<file path="config.mk">
export PLATFORM = sky130hd
export DESIGN_NAME = m_mem_access_unit
export DESIGN_NICKNAME = d
export VERILOG_FILES = /design/src/rtl/m_mem_access_unit_pkg.sv /design/src/rtl/m_mem_access_unit_lane_align.sv /design/src/rtl/m_mem_access_unit.sv
export SDC_FILE = /design/constraint.sdc
export NUM_CORES = 1
export LEC_CHECK = 0
export BUFFER_PORTS_ARGS = -buffer_cell sky130_fd_sc_hd__buf_4
export CAP_MARGIN = 20
export CORE_ASPECT_RATIO = 0.6
export CORE_MARGIN = 8
export CORE_UTILIZATION = 50
export CTS_BUF_LIST = sky130_fd_sc_hd__clkbuf_16
export DETAILED_ROUTE_END_ITERATION = 8
export HOLD_SLACK_MARGIN = 0.02
export PLACE_DENSITY = 0.93
export SYNTH_ARGS = -nofsm -noshare
export SYNTH_HDL_FRONTEND = slang
export SYNTH_SLANG_ARGS = --single-unit
</file>
<file path="constraint.sdc">
create_clock -name clk -period 5.4 [get_ports clk]
set_input_delay 1.08 -clock clk [delete_from_list [all_inputs] [get_ports clk]]
set_output_delay 1.08 -clock clk [all_outputs]
set_load 0.01 [all_outputs]
</file>
<file path="src/rtl/m_mem_access_unit_pkg.sv">
`default_nettype none
// ============================================================================
// Module      : mem_pkg
// Description : Shared definitions for the memory access unit: op codes,
//               FSM state encoding, lane/offset width helpers and the op
//               decoder (op -> access size, load flag, signedness).
// Revision    : 1.0 - initial release
// ============================================================================
package mem_pkg;

  typedef enum logic [3:0] {
    OP_NONE = 4'd0,
    OP_LW   = 4'd1,
    OP_LH   = 4'd2,
    OP_LHU  = 4'd3,
    OP_LB   = 4'd4,
    OP_LBU  = 4'd5,
    OP_SW   = 4'd6,
    OP_SH   = 4'd7,
    OP_SB   = 4'd8,
    OP_LD   = 4'd9,
    OP_SD   = 4'd10
  } mem_op_e;

  typedef enum logic [0:0] {
    ST_IDLE = 1'b0,
    ST_BUSY = 1'b1
  } state_e;

  typedef struct packed {
    logic       valid;      // op performs an access on this data width
    logic [3:0] bytes;      // access size in bytes (1/2/4/8)
    logic       is_load;
    logic       is_signed;  // sign-extend load data
  } op_info_t;

  function automatic int lanes(input int data_w);
    return data_w / 8;
  endfunction

  function automatic int off_bits(input int data_w);
    return $clog2(data_w / 8);
  endfunction

  // Unknown codes and doubleword ops on a 32-bit path decode to "no access".
  function automatic op_info_t decode_op(input logic [3:0] op, input int data_w);
    op_info_t info;
    info = '0;
    case (op)
      OP_LW:  begin info.bytes = 4'd4; info.is_load = 1'b1; info.is_signed = 1'b1; end
      OP_LH:  begin info.bytes = 4'd2; info.is_load = 1'b1; info.is_signed = 1'b1; end
      OP_LHU: begin info.bytes = 4'd2; info.is_load = 1'b1; end
      OP_LB:  begin info.bytes = 4'd1; info.is_load = 1'b1; info.is_signed = 1'b1; end
      OP_LBU: begin info.bytes = 4'd1; info.is_load = 1'b1; end
      OP_SW:  info.bytes = 4'd4;
      OP_SH:  info.bytes = 4'd2;
      OP_SB:  info.bytes = 4'd1;
      OP_LD:  if (data_w == 64) begin info.bytes = 4'd8; info.is_load = 1'b1; end
      OP_SD:  if (data_w == 64) info.bytes = 4'd8;
      default: ;
    endcase
    info.valid = (info.bytes != 4'd0);
    return info;
  endfunction

endpackage
`default_nettype wire

</file>
<file path="src/rtl/m_mem_access_unit_lane_align.sv">
`default_nettype none
// ============================================================================
// Module      : mem_lane_align
// Description : Purely combinational byte-lane steering.
//               Store side: replicates the low byte/half/word of the store
//               data across all lanes and builds the lane enable mask.
//               Load side: extracts the addressed lane from bus read data and
//               sign- or zero-extends it to DATA_W.
// Ports       : i_st_bytes/i_st_off/i_wdata -> o_byteen, o_wdata_rep
//               i_ld_bytes/i_ld_off/i_ld_signed/i_rdata -> o_rdata_ext
// Revision    : 1.0 - initial release
// ============================================================================
module mem_lane_align
  import mem_pkg::*;
#(
  parameter int DATA_W = 32
) (
  input  logic [3:0]                      i_st_bytes,
  input  logic [off_bits(DATA_W)-1:0]     i_st_off,
  input  logic [DATA_W-1:0]               i_wdata,
  output logic [lanes(DATA_W)-1:0]        o_byteen,
  output logic [DATA_W-1:0]               o_wdata_rep,
  input  logic [3:0]                      i_ld_bytes,
  input  logic [off_bits(DATA_W)-1:0]     i_ld_off,
  input  logic                            i_ld_signed,
  input  logic [DATA_W-1:0]               i_rdata,
  output logic [DATA_W-1:0]               o_rdata_ext
);

  localparam int NB = lanes(DATA_W);

  logic [NB-1:0]     w_mask;
  logic [DATA_W-1:0] w_shift;

  always_comb begin
    w_mask      = '0;
    o_wdata_rep = '0;
    case (i_st_bytes)
      4'd1: begin w_mask = NB'(1);  o_wdata_rep = {NB{i_wdata[7:0]}};        end
      4'd2: begin w_mask = NB'(3);  o_wdata_rep = {(NB/2){i_wdata[15:0]}};   end
      4'd4: begin w_mask = NB'(15); o_wdata_rep = {(NB/4){i_wdata[31:0]}};   end
      4'd8: begin w_mask = '1;      o_wdata_rep = i_wdata;                   end
      default: ;
    endcase
    o_byteen = w_mask << i_st_off;
  end

  // Bring the addressed lane down to bit 0, then extend; the signed casts
  // make the width cast replicate the lane's top bit.
  always_comb begin
    w_shift     = i_rdata >> {i_ld_off, 3'b000};
    o_rdata_ext = '0;
    case (i_ld_bytes)
      4'd1: o_rdata_ext = i_ld_signed ? DATA_W'($signed(w_shift[7:0]))
                                      : DATA_W'(w_shift[7:0]);
      4'd2: o_rdata_ext = i_ld_signed ? DATA_W'($signed(w_shift[15:0]))
                                      : DATA_W'(w_shift[15:0]);
      4'd4: o_rdata_ext = i_ld_signed ? DATA_W'($signed(w_shift[31:0]))
                                      : DATA_W'(w_shift[31:0]);
      4'd8: o_rdata_ext = w_shift;
      default: ;
    endcase
  end

endmodule
`default_nettype wire

</file>
<file path="src/rtl/m_mem_access_unit.sv">
`default_nettype none
// ============================================================================
// Module      : m_mem_access_unit
// Description : M-stage memory access unit. Accepts a memory op from the M
//               pipeline register, checks alignment, runs a req/ack bus cycle
//               with pipeline stall and timeout, and returns extended load
//               data (or an exception) as a one-cycle pulse aligned to W.
// Ports       : clk, reset                 - clock, sync active-high reset
//               in_valid/in_op/in_addr/in_wdata - M-stage request
//               stall                      - freeze F/D/E/M
//               bus_req/we/addr/byteen/wdata, bus_ack/rdata - data bus
//               out_valid/out_rdata, exc_adel/exc_ades/exc_bus - W-stage result
// Revision    : 1.0 - initial release
// ============================================================================
module m_mem_access_unit
  import mem_pkg::*;
#(
  parameter int DATA_W  = 32,
  parameter int ADDR_W  = 32,
  parameter int TIMEOUT = 15
) (
  input  logic                   clk,
  input  logic                   reset,
  input  logic                   in_valid,
  input  logic [3:0]             in_op,
  input  logic [ADDR_W-1:0]      in_addr,
  input  logic [DATA_W-1:0]      in_wdata,
  output logic                   stall,
  output logic                   bus_req,
  output logic                   bus_we,
  output logic [ADDR_W-1:0]      bus_addr,
  output logic [DATA_W/8-1:0]    bus_byteen,
  output logic [DATA_W-1:0]      bus_wdata,
  input  logic                   bus_ack,
  input  logic [DATA_W-1:0]      bus_rdata,
  output logic                   out_valid,
  output logic [DATA_W-1:0]      out_rdata,
  output logic                   exc_adel,
  output logic                   exc_ades,
  output logic                   exc_bus
);

  localparam int NB    = lanes(DATA_W);
  localparam int OFF_W = off_bits(DATA_W);
  localparam int CNT_W = (TIMEOUT > 0) ? $clog2(TIMEOUT + 1) : 1;

  state_e                state_q, state_d;
  logic [CNT_W-1:0]      cnt_q, cnt_d;
  logic                  bus_req_q, bus_req_d;
  logic                  bus_we_q, bus_we_d;
  logic [ADDR_W-1:0]     bus_addr_q, bus_addr_d;
  logic [NB-1:0]         bus_byteen_q, bus_byteen_d;
  logic [DATA_W-1:0]     bus_wdata_q, bus_wdata_d;
  logic [3:0]            ld_bytes_q, ld_bytes_d;
  logic [OFF_W-1:0]      ld_off_q, ld_off_d;
  logic                  ld_signed_q, ld_signed_d;
  logic                  out_valid_q, out_valid_d;
  logic [DATA_W-1:0]     out_rdata_q, out_rdata_d;
  logic                  exc_adel_q, exc_adel_d;
  logic                  exc_ades_q, exc_ades_d;
  logic                  exc_bus_q, exc_bus_d;

  op_info_t              w_info;
  logic                  w_misaligned;
  logic                  w_timeout;
  logic [NB-1:0]         w_byteen;
  logic [DATA_W-1:0]     w_wdata_rep;
  logic [DATA_W-1:0]     w_rdata_ext;

  assign w_info = decode_op(in_op, DATA_W);
  // bytes-1 masks exactly the address bits that must be zero; for 8 bytes
  // the 3-bit subtraction wraps to 3'b111.
  assign w_misaligned = |(in_addr[2:0] & (w_info.bytes[2:0] - 3'd1));
  assign w_timeout    = (TIMEOUT != 0) && (cnt_q == CNT_W'(TIMEOUT));

  mem_lane_align #(.DATA_W(DATA_W)) u_lane_align (
    .i_st_bytes  (w_info.bytes),
    .i_st_off    (in_addr[OFF_W-1:0]),
    .i_wdata     (in_wdata),
    .o_byteen    (w_byteen),
    .o_wdata_rep (w_wdata_rep),
    .i_ld_bytes  (ld_bytes_q),
    .i_ld_off    (ld_off_q),
    .i_ld_signed (ld_signed_q),
    .i_rdata     (bus_rdata),
    .o_rdata_ext (w_rdata_ext)
  );

  always_comb begin
    state_d      = state_q;
    cnt_d        = cnt_q;
    bus_req_d    = bus_req_q;
    bus_we_d     = bus_we_q;
    bus_addr_d   = bus_addr_q;
    bus_byteen_d = bus_byteen_q;
    bus_wdata_d  = bus_wdata_q;
    ld_bytes_d   = ld_bytes_q;
    ld_off_d     = ld_off_q;
    ld_signed_d  = ld_signed_q;
    out_valid_d  = 1'b0;
    out_rdata_d  = '0;
    exc_adel_d   = 1'b0;
    exc_ades_d   = 1'b0;
    exc_bus_d    = 1'b0;
    stall        = 1'b0;

    case (state_q)
      ST_IDLE: begin
        if (in_valid && w_info.valid) begin
          if (w_misaligned) begin
            // Exception is reported without touching the bus or stalling.
            out_valid_d = 1'b1;
            exc_adel_d  = w_info.is_load;
            exc_ades_d  = !w_info.is_load;
          end else begin
            stall        = 1'b1;
            state_d      = ST_BUSY;
            cnt_d        = CNT_W'(1);
            bus_req_d    = 1'b1;
            bus_we_d     = !w_info.is_load;
            bus_addr_d   = in_addr & ~ADDR_W'(NB - 1);
            bus_byteen_d = w_info.is_load ? '0 : w_byteen;
            bus_wdata_d  = w_info.is_load ? '0 : w_wdata_rep;
            ld_bytes_d   = w_info.bytes;
            ld_off_d     = in_addr[OFF_W-1:0];
            ld_signed_d  = w_info.is_signed;
          end
        end
      end
      ST_BUSY: begin
        if (bus_ack || w_timeout) begin
          state_d      = ST_IDLE;
          cnt_d        = '0;
          bus_req_d    = 1'b0;
          bus_we_d     = 1'b0;
          bus_addr_d   = '0;
          bus_byteen_d = '0;
          bus_wdata_d  = '0;
          out_valid_d  = 1'b1;
          // Ack wins over a coincident timeout. bus_we_q still tells load
          // from store in this final BUSY cycle.
          if (bus_ack) begin
            out_rdata_d = bus_we_q ? '0 : w_rdata_ext;
          end else begin
            exc_bus_d = 1'b1;
          end
        end else begin
          stall = 1'b1;
          cnt_d = cnt_q + CNT_W'(1);
        end
      end
      default: state_d = ST_IDLE;
    endcase
  end

  always_ff @(posedge clk) begin
    if (reset) begin
      state_q      <= ST_IDLE;
      cnt_q        <= '0;
      bus_req_q    <= 1'b0;
      bus_we_q     <= 1'b0;
      bus_addr_q   <= '0;
      bus_byteen_q <= '0;
      bus_wdata_q  <= '0;
      ld_bytes_q   <= '0;
      ld_off_q     <= '0;
      ld_signed_q  <= 1'b0;
      out_valid_q  <= 1'b0;
      out_rdata_q  <= '0;
      exc_adel_q   <= 1'b0;
      exc_ades_q   <= 1'b0;
      exc_bus_q    <= 1'b0;
    end else begin
      state_q      <= state_d;
      cnt_q        <= cnt_d;
      bus_req_q    <= bus_req_d;
      bus_we_q     <= bus_we_d;
      bus_addr_q   <= bus_addr_d;
      bus_byteen_q <= bus_byteen_d;
      bus_wdata_q  <= bus_wdata_d;
      ld_bytes_q   <= ld_bytes_d;
      ld_off_q     <= ld_off_d;
      ld_signed_q  <= ld_signed_d;
      out_valid_q  <= out_valid_d;
      out_rdata_q  <= out_rdata_d;
      exc_adel_q   <= exc_adel_d;
      exc_ades_q   <= exc_ades_d;
      exc_bus_q    <= exc_bus_d;
    end
  end

  assign bus_req    = bus_req_q;
  assign bus_we     = bus_we_q;
  assign bus_addr   = bus_addr_q;
  assign bus_byteen = bus_byteen_q;
  assign bus_wdata  = bus_wdata_q;
  assign out_valid  = out_valid_q;
  assign out_rdata  = out_rdata_q;
  assign exc_adel   = exc_adel_q;
  assign exc_ades   = exc_ades_q;
  assign exc_bus    = exc_bus_q;

endmodule
`default_nettype wire

</file>
-- Word-level counts from Yosys, hierarchy flattened
Cells that the tools add are included.
W data, S select, Z words.
- multiplexer cells: 41
- magnitude comparators: 0
- bitwise logic cells: 6
- divide/modulo/power cells: 0
- reduce and logical (&&, ||, !) cells: 18
- shift-type cells: 2
- $mul: 0
- eq/ne operators: 20
- add/subtract/negate cells: 2
- operators by type and width (cell ; number):
    $mux W32 ; 8
    $pmux W32 S3 ; 2
    $pmux W32 S2 ; 2
    $shr A32 B5 Y32 ; 1
    $mux W4 ; 7
    $eq A4 B3 Y1 const B ; 5
    $pmux W4 S2 ; 2
    $reduce_or A3 Y1 ; 5
    $mux W1 ; 14
    $eq A4 B2 Y1 const B ; 3
    $eq A4 B4 Y1 const B ; 3
    $pmux W4 S3 ; 1
    $reduce_or A5 Y1 ; 2
    $pmux W3 S3 ; 1
    $eq A4 B1 Y1 const B ; 2
    $pmux W1 S2 ; 4
    $reduce_and A3 Y1 ; 2
    $reduce_or A2 Y1 ; 3
    $not A1 Y1 ; 5
    $add A4 B1 Y4 const B ; 1
    $eq A3 B4 Y1 const B ; 1
    $ne A2 B2 Y1 const B ; 2
    $reduce_bool A4 Y1 ; 1
    $reduce_or A4 Y1 ; 1
    11 further kinds ; 11
- input bits: 104
- output and inout bits: 107
- register bits: 118
- memory bits (read-only): 0
- memory bits (writable): 0
- memories: 0
- latch bits: 0

-- Depth between registers and ports, before layout
- word-level depth: 11
- mapped depth: 12
- gate-level depth less buffers: 10

-- By module
A second synthesis with hierarchy kept.
- cell total of the unflattened synthesis: 641
- area total of the unflattened synthesis: 5632.9 um^2
- by module, submodules not included (module ; area each (um^2) ; cells each ; sequential area each (um^2) ; instances):
    m_mem_access_unit ; 4344.2 ; 471 ; 2302.2 ; 1
    mem_lane_align ; 1288.7 ; 170 ; 0.0 ; 1

-- Least setup slack after synthesis
OpenSTA, ideal clock, no wires.
- path kind: input to output
- start: input port in_op[0]
- end: output port stall
- arrival time: 3.276 ns
- setup slack: 1.044 ns
- path buffers: 0
- cell stages on the path: 9
- data required time: 4.320 ns
- path through: or3b_4 -> a21oi_1 -> inv_1 -> ha_1 -> ha_1 -> a22o_1 -> a311oi_4 -> a21oi_1 -> nor2_1
- word-level cells in the longest chain between the ends: 9
- ends and longest elaborated chain (what ; line ; source):
    start, declared ; m_mem_access_unit.sv:25 ; input logic [3:0] in_op,
    $eq A4 B4 Y1 (tied with other cells) ; m_mem_access_unit_pkg.sv:49 ; case (op)
    $reduce_or A3 Y1 (no line) / $reduce_or A2 Y1 (equally long branches) ; - ;
    $pmux W3 S3 (*) ; m_mem_access_unit_pkg.sv:49 ;
    $sub A3 B1 Y3 ; m_mem_access_unit.sv:73 ; assign w_misaligned = |(in_addr[2:0] & (w_info.bytes[2:0] - 3'd1));
    $and A3 B3 Y3 ; m_mem_access_unit.sv:73 ;
    $reduce_or A3 Y1 ; m_mem_access_unit.sv:73 ;
    $mux W1 ; m_mem_access_unit.sv:110 ; if (w_misaligned) begin
    $mux W1 (*) ; m_mem_access_unit.sv:109 ; if (in_valid && w_info.valid) begin
    $pmux W1 S2 (*) ; m_mem_access_unit.sv:107 ; case (state_q)
    end, declared ; m_mem_access_unit.sv:28 ; output logic stall,
Mark *: on every way between the ends. The rest lies on a longest branch, timed or not.

-- Final worst setup path
Ends and elaborated chain as after synthesis.

==> metrics.csv <==
metric;value;unit
placed_cells;828;
clock.fmax;208;MHz
worst_slack;600;ps
core;9700;sq um
ios;211;
via_count;5025;
nFillCells;675;
cp.arrival;3720;ps
power.density;311;nW/um^2
grt_pass1_vias;4993;
rsz0062_at_grt;false;
cts.sinks;115;
clkTransAtPathRegs;60;ps
tritoncts;done;
post_cts_buffers;0;
antenna_found_initial;0;
drive_above_1_share;0.371;
start_util;0.507;
min_path_cells;2;
ys_ff_latch;115;
fin_crit;4800;ps
holdWs;457;ps
rr_startpoint;ld_off_q[1];
r2r_slack;2880;ps
ant_nets;0;
synth-main-ff-cell;dfxtp_1;
crit_path_start_kind;input port;
ctsResizeCount;0;
area_growth;45.0;%
first_iter_violations;509;
maxCapViolCount;0;
clockBufferDepth;2;
r2r_cells;6;
max_slew_margin;0.291;
hold_path.class;register to register;
setup_viol;0;
dp_hpwl;12.5;mm
required;4320;ps
wl_per_cell;19.5;um
rr_endpoint;out_rdata[19];
nNetsFinal;824;
final_cell_area;7130;sq um
clk-insertion-delay-late;400;ps
row_count;28;
postSynth.asyncResetShare;0;
dieArea;13400;sq um
grt_use_total;0.243;
netlist_area;4920;sq um
htreeDepth;4;
fin_skew;8.60;ps
irDropWorstVdd;0.223;mV
drtPass1Iterations;5;
dp_slack;630;ps
whs_endpoint;bus_wdata[29];
final_cell_count_no_fill;862;
cts_buffers;17;
grt_pass1_wl;26.0;mm
end_kind;output pin;
grt_overflow_total;0;
cts_root_buf;clkbuf_16;
ys_seq_area_frac;0.468;
min_from;bus_wdata[29];
fin_crit_sh;0.889;
viasPerCell;5.83;
dpl-instance-area;6500;sq um
worstPathMaxFanout;9;
drc;0;
synth_edf_count;0;
syn_inst;524;
slew_violations;0;
wirelength;16.8;mm
p_leak;3.01;nW
synth_area_per_cell;9.38;sq um
grt_max_degree;56;
die_y;92.8;um
globalplace.congestion;0.972;
ys_types;52;
path_class;input port to output pin;
outcome;completed;
hold_viol;0;
hold_buffers;0;
fp.dieW;144;um
fin_tns_setup;0;ps
diodes;0;
portBuffers;208;
worst_slew_pin_slew;1060;ps
synth_warnings;0;
==> registers in the layout (all words and copies together), names as in the netlist, 2 cells and up <==
register	count
cnt_q	4
bus_byteen	4
bus_wdata	32
ld_bytes_q	3
ld_off_q	2
out_rdata	32
bus_addr	30
==> per-layer routing <==
metal,vias up,part of all wire,GRT usage
met5,-,0,0
met4,0,0.022,0.0775
met3,36,0.10,0.0883
met2,255,0.47,0.389
met1,2409,0.41,0.299
li1,2325,-,-
==> cell usage in the layout (no fill, tap or decap), types with 3 or more instances in the layout <==
| master | count |
|---|---|
| a31oi_1 | 3 |
| nand3_1 | 3 |
| clkbuf_16 | 17 |
| and3_1 | 9 |
| mux2_2 | 10 |
| nor2b_1 | 5 |
| bufinv_16 | 3 |
| mux2i_1 | 16 |
| nand3b_1 | 10 |
| o21ai_0 | 21 |
| a22o_1 | 31 |
| nand2b_1 | 5 |
| clkinv_4 | 5 |
| a21oi_1 | 44 |
| clkinvlp_4 | 5 |
| inv_1 | 5 |
| nand2_1 | 48 |
| dfxtp_1 | 115 |
| nor3b_1 | 4 |
| a32o_1 | 15 |
| buf_4 | 218 |
| o211ai_1 | 8 |
| nor3_1 | 4 |
| ha_1 | 6 |
| nor2_1 | 43 |
| a211oi_1 | 7 |
| a32oi_1 | 27 |
| a21o_1 | 5 |
==> Yosys cell counts (6+ instances only) <==
library cell | instances | area, sq um
mux2_2 | 10 | 113
a211oi_1 | 8 | 60.1
a32o_1 | 15 | 150
nand3b_1 | 10 | 75.1
nor2_1 | 43 | 161
clkbuf_1 | 26 | 97.6
a32oi_1 | 27 | 236
mux2i_1 | 16 | 160
buf_2 | 13 | 65.1
dfxtp_1 | 115 | 2300
nand2_1 | 48 | 180
a22o_1 | 31 | 272
and3_1 | 9 | 56.3
a21oi_1 | 44 | 220
o21ai_0 | 21 | 105
o211ai_1 | 8 | 60.1
buf_4 | 6 | 45.0
ha_1 | 6 | 75.1
==> critical path, cell delays in order <==
cell and delay [ps]:
buf_4 130, or3b_4 430, a21oi_1 220, inv_1 100
ha_1 220, ha_1 300, a22o_1 260, a311oi_4 260
buf_4 220, a21oi_1 120, nor2_1 210, buf_4 160
==> report_power, final <==
part	total (mW)	internal, mW	leakage [nW]	switching, mW
registers	0.865	0.858	0.927	0.00679
clock network	1.14	0.728	0.282	0.407
logic	0.215	0.102	1.80	0.112
==> area by class of cell <==
type	instances	area (sq um)	share of cell area
inverters	6	22.5	0.00316
clock buffers	17	425	0.0597
multi-input cells	356	2390	0.335
clock inverters	15	185	0.0260
repair buffers	218	1640	0.230
well taps	135	169	0.0237
flip-flops and latches	115	2300	0.323
==> worst max path at each step <==
| stage | startpoint | endpoint | slack [ps] | depth (start not counted) |
|---|---|---|---|---|
| 2_1_floorplan | in_op[0] | stall | 1040 | 9 |
| 6_report | in_op[0] | stall | 600 | 12 |
| 5_1_grt | in_op[0] | stall | 490 | 12 |
| 3_5_place_dp | in_op[0] | stall | 630 | 12 |
| 4_1_cts | in_op[0] | stall | 630 | 12 |
| 3_3_place_gp | in_op[0] | stall | 810 | 12 |
==> logic make-up after synthesis <==
logic type / synth area share
AO/OA/AOI/OAI: 0.262
AND/OR/NAND/NOR: 0.144
XOR/XNOR: 0.00534
flip-flops: 0.468
adder cells (fa/ha/maj): 0.0153
other: 0.000763
buffers and inverters: 0.0491
multiplexers: 0.0555
==> per-stage QoR <==
stage / util / power, mW
after global placement: 0.670 / 1.08
after global routing: 0.735 / 2.28
after floorplan: - / 0.984
after detailed placement: 0.670 / 1.09
final: 0.735 / 2.21
after CTS: 0.733 / 2.22
Note: power is estimated with default switching activity, not from simulation.
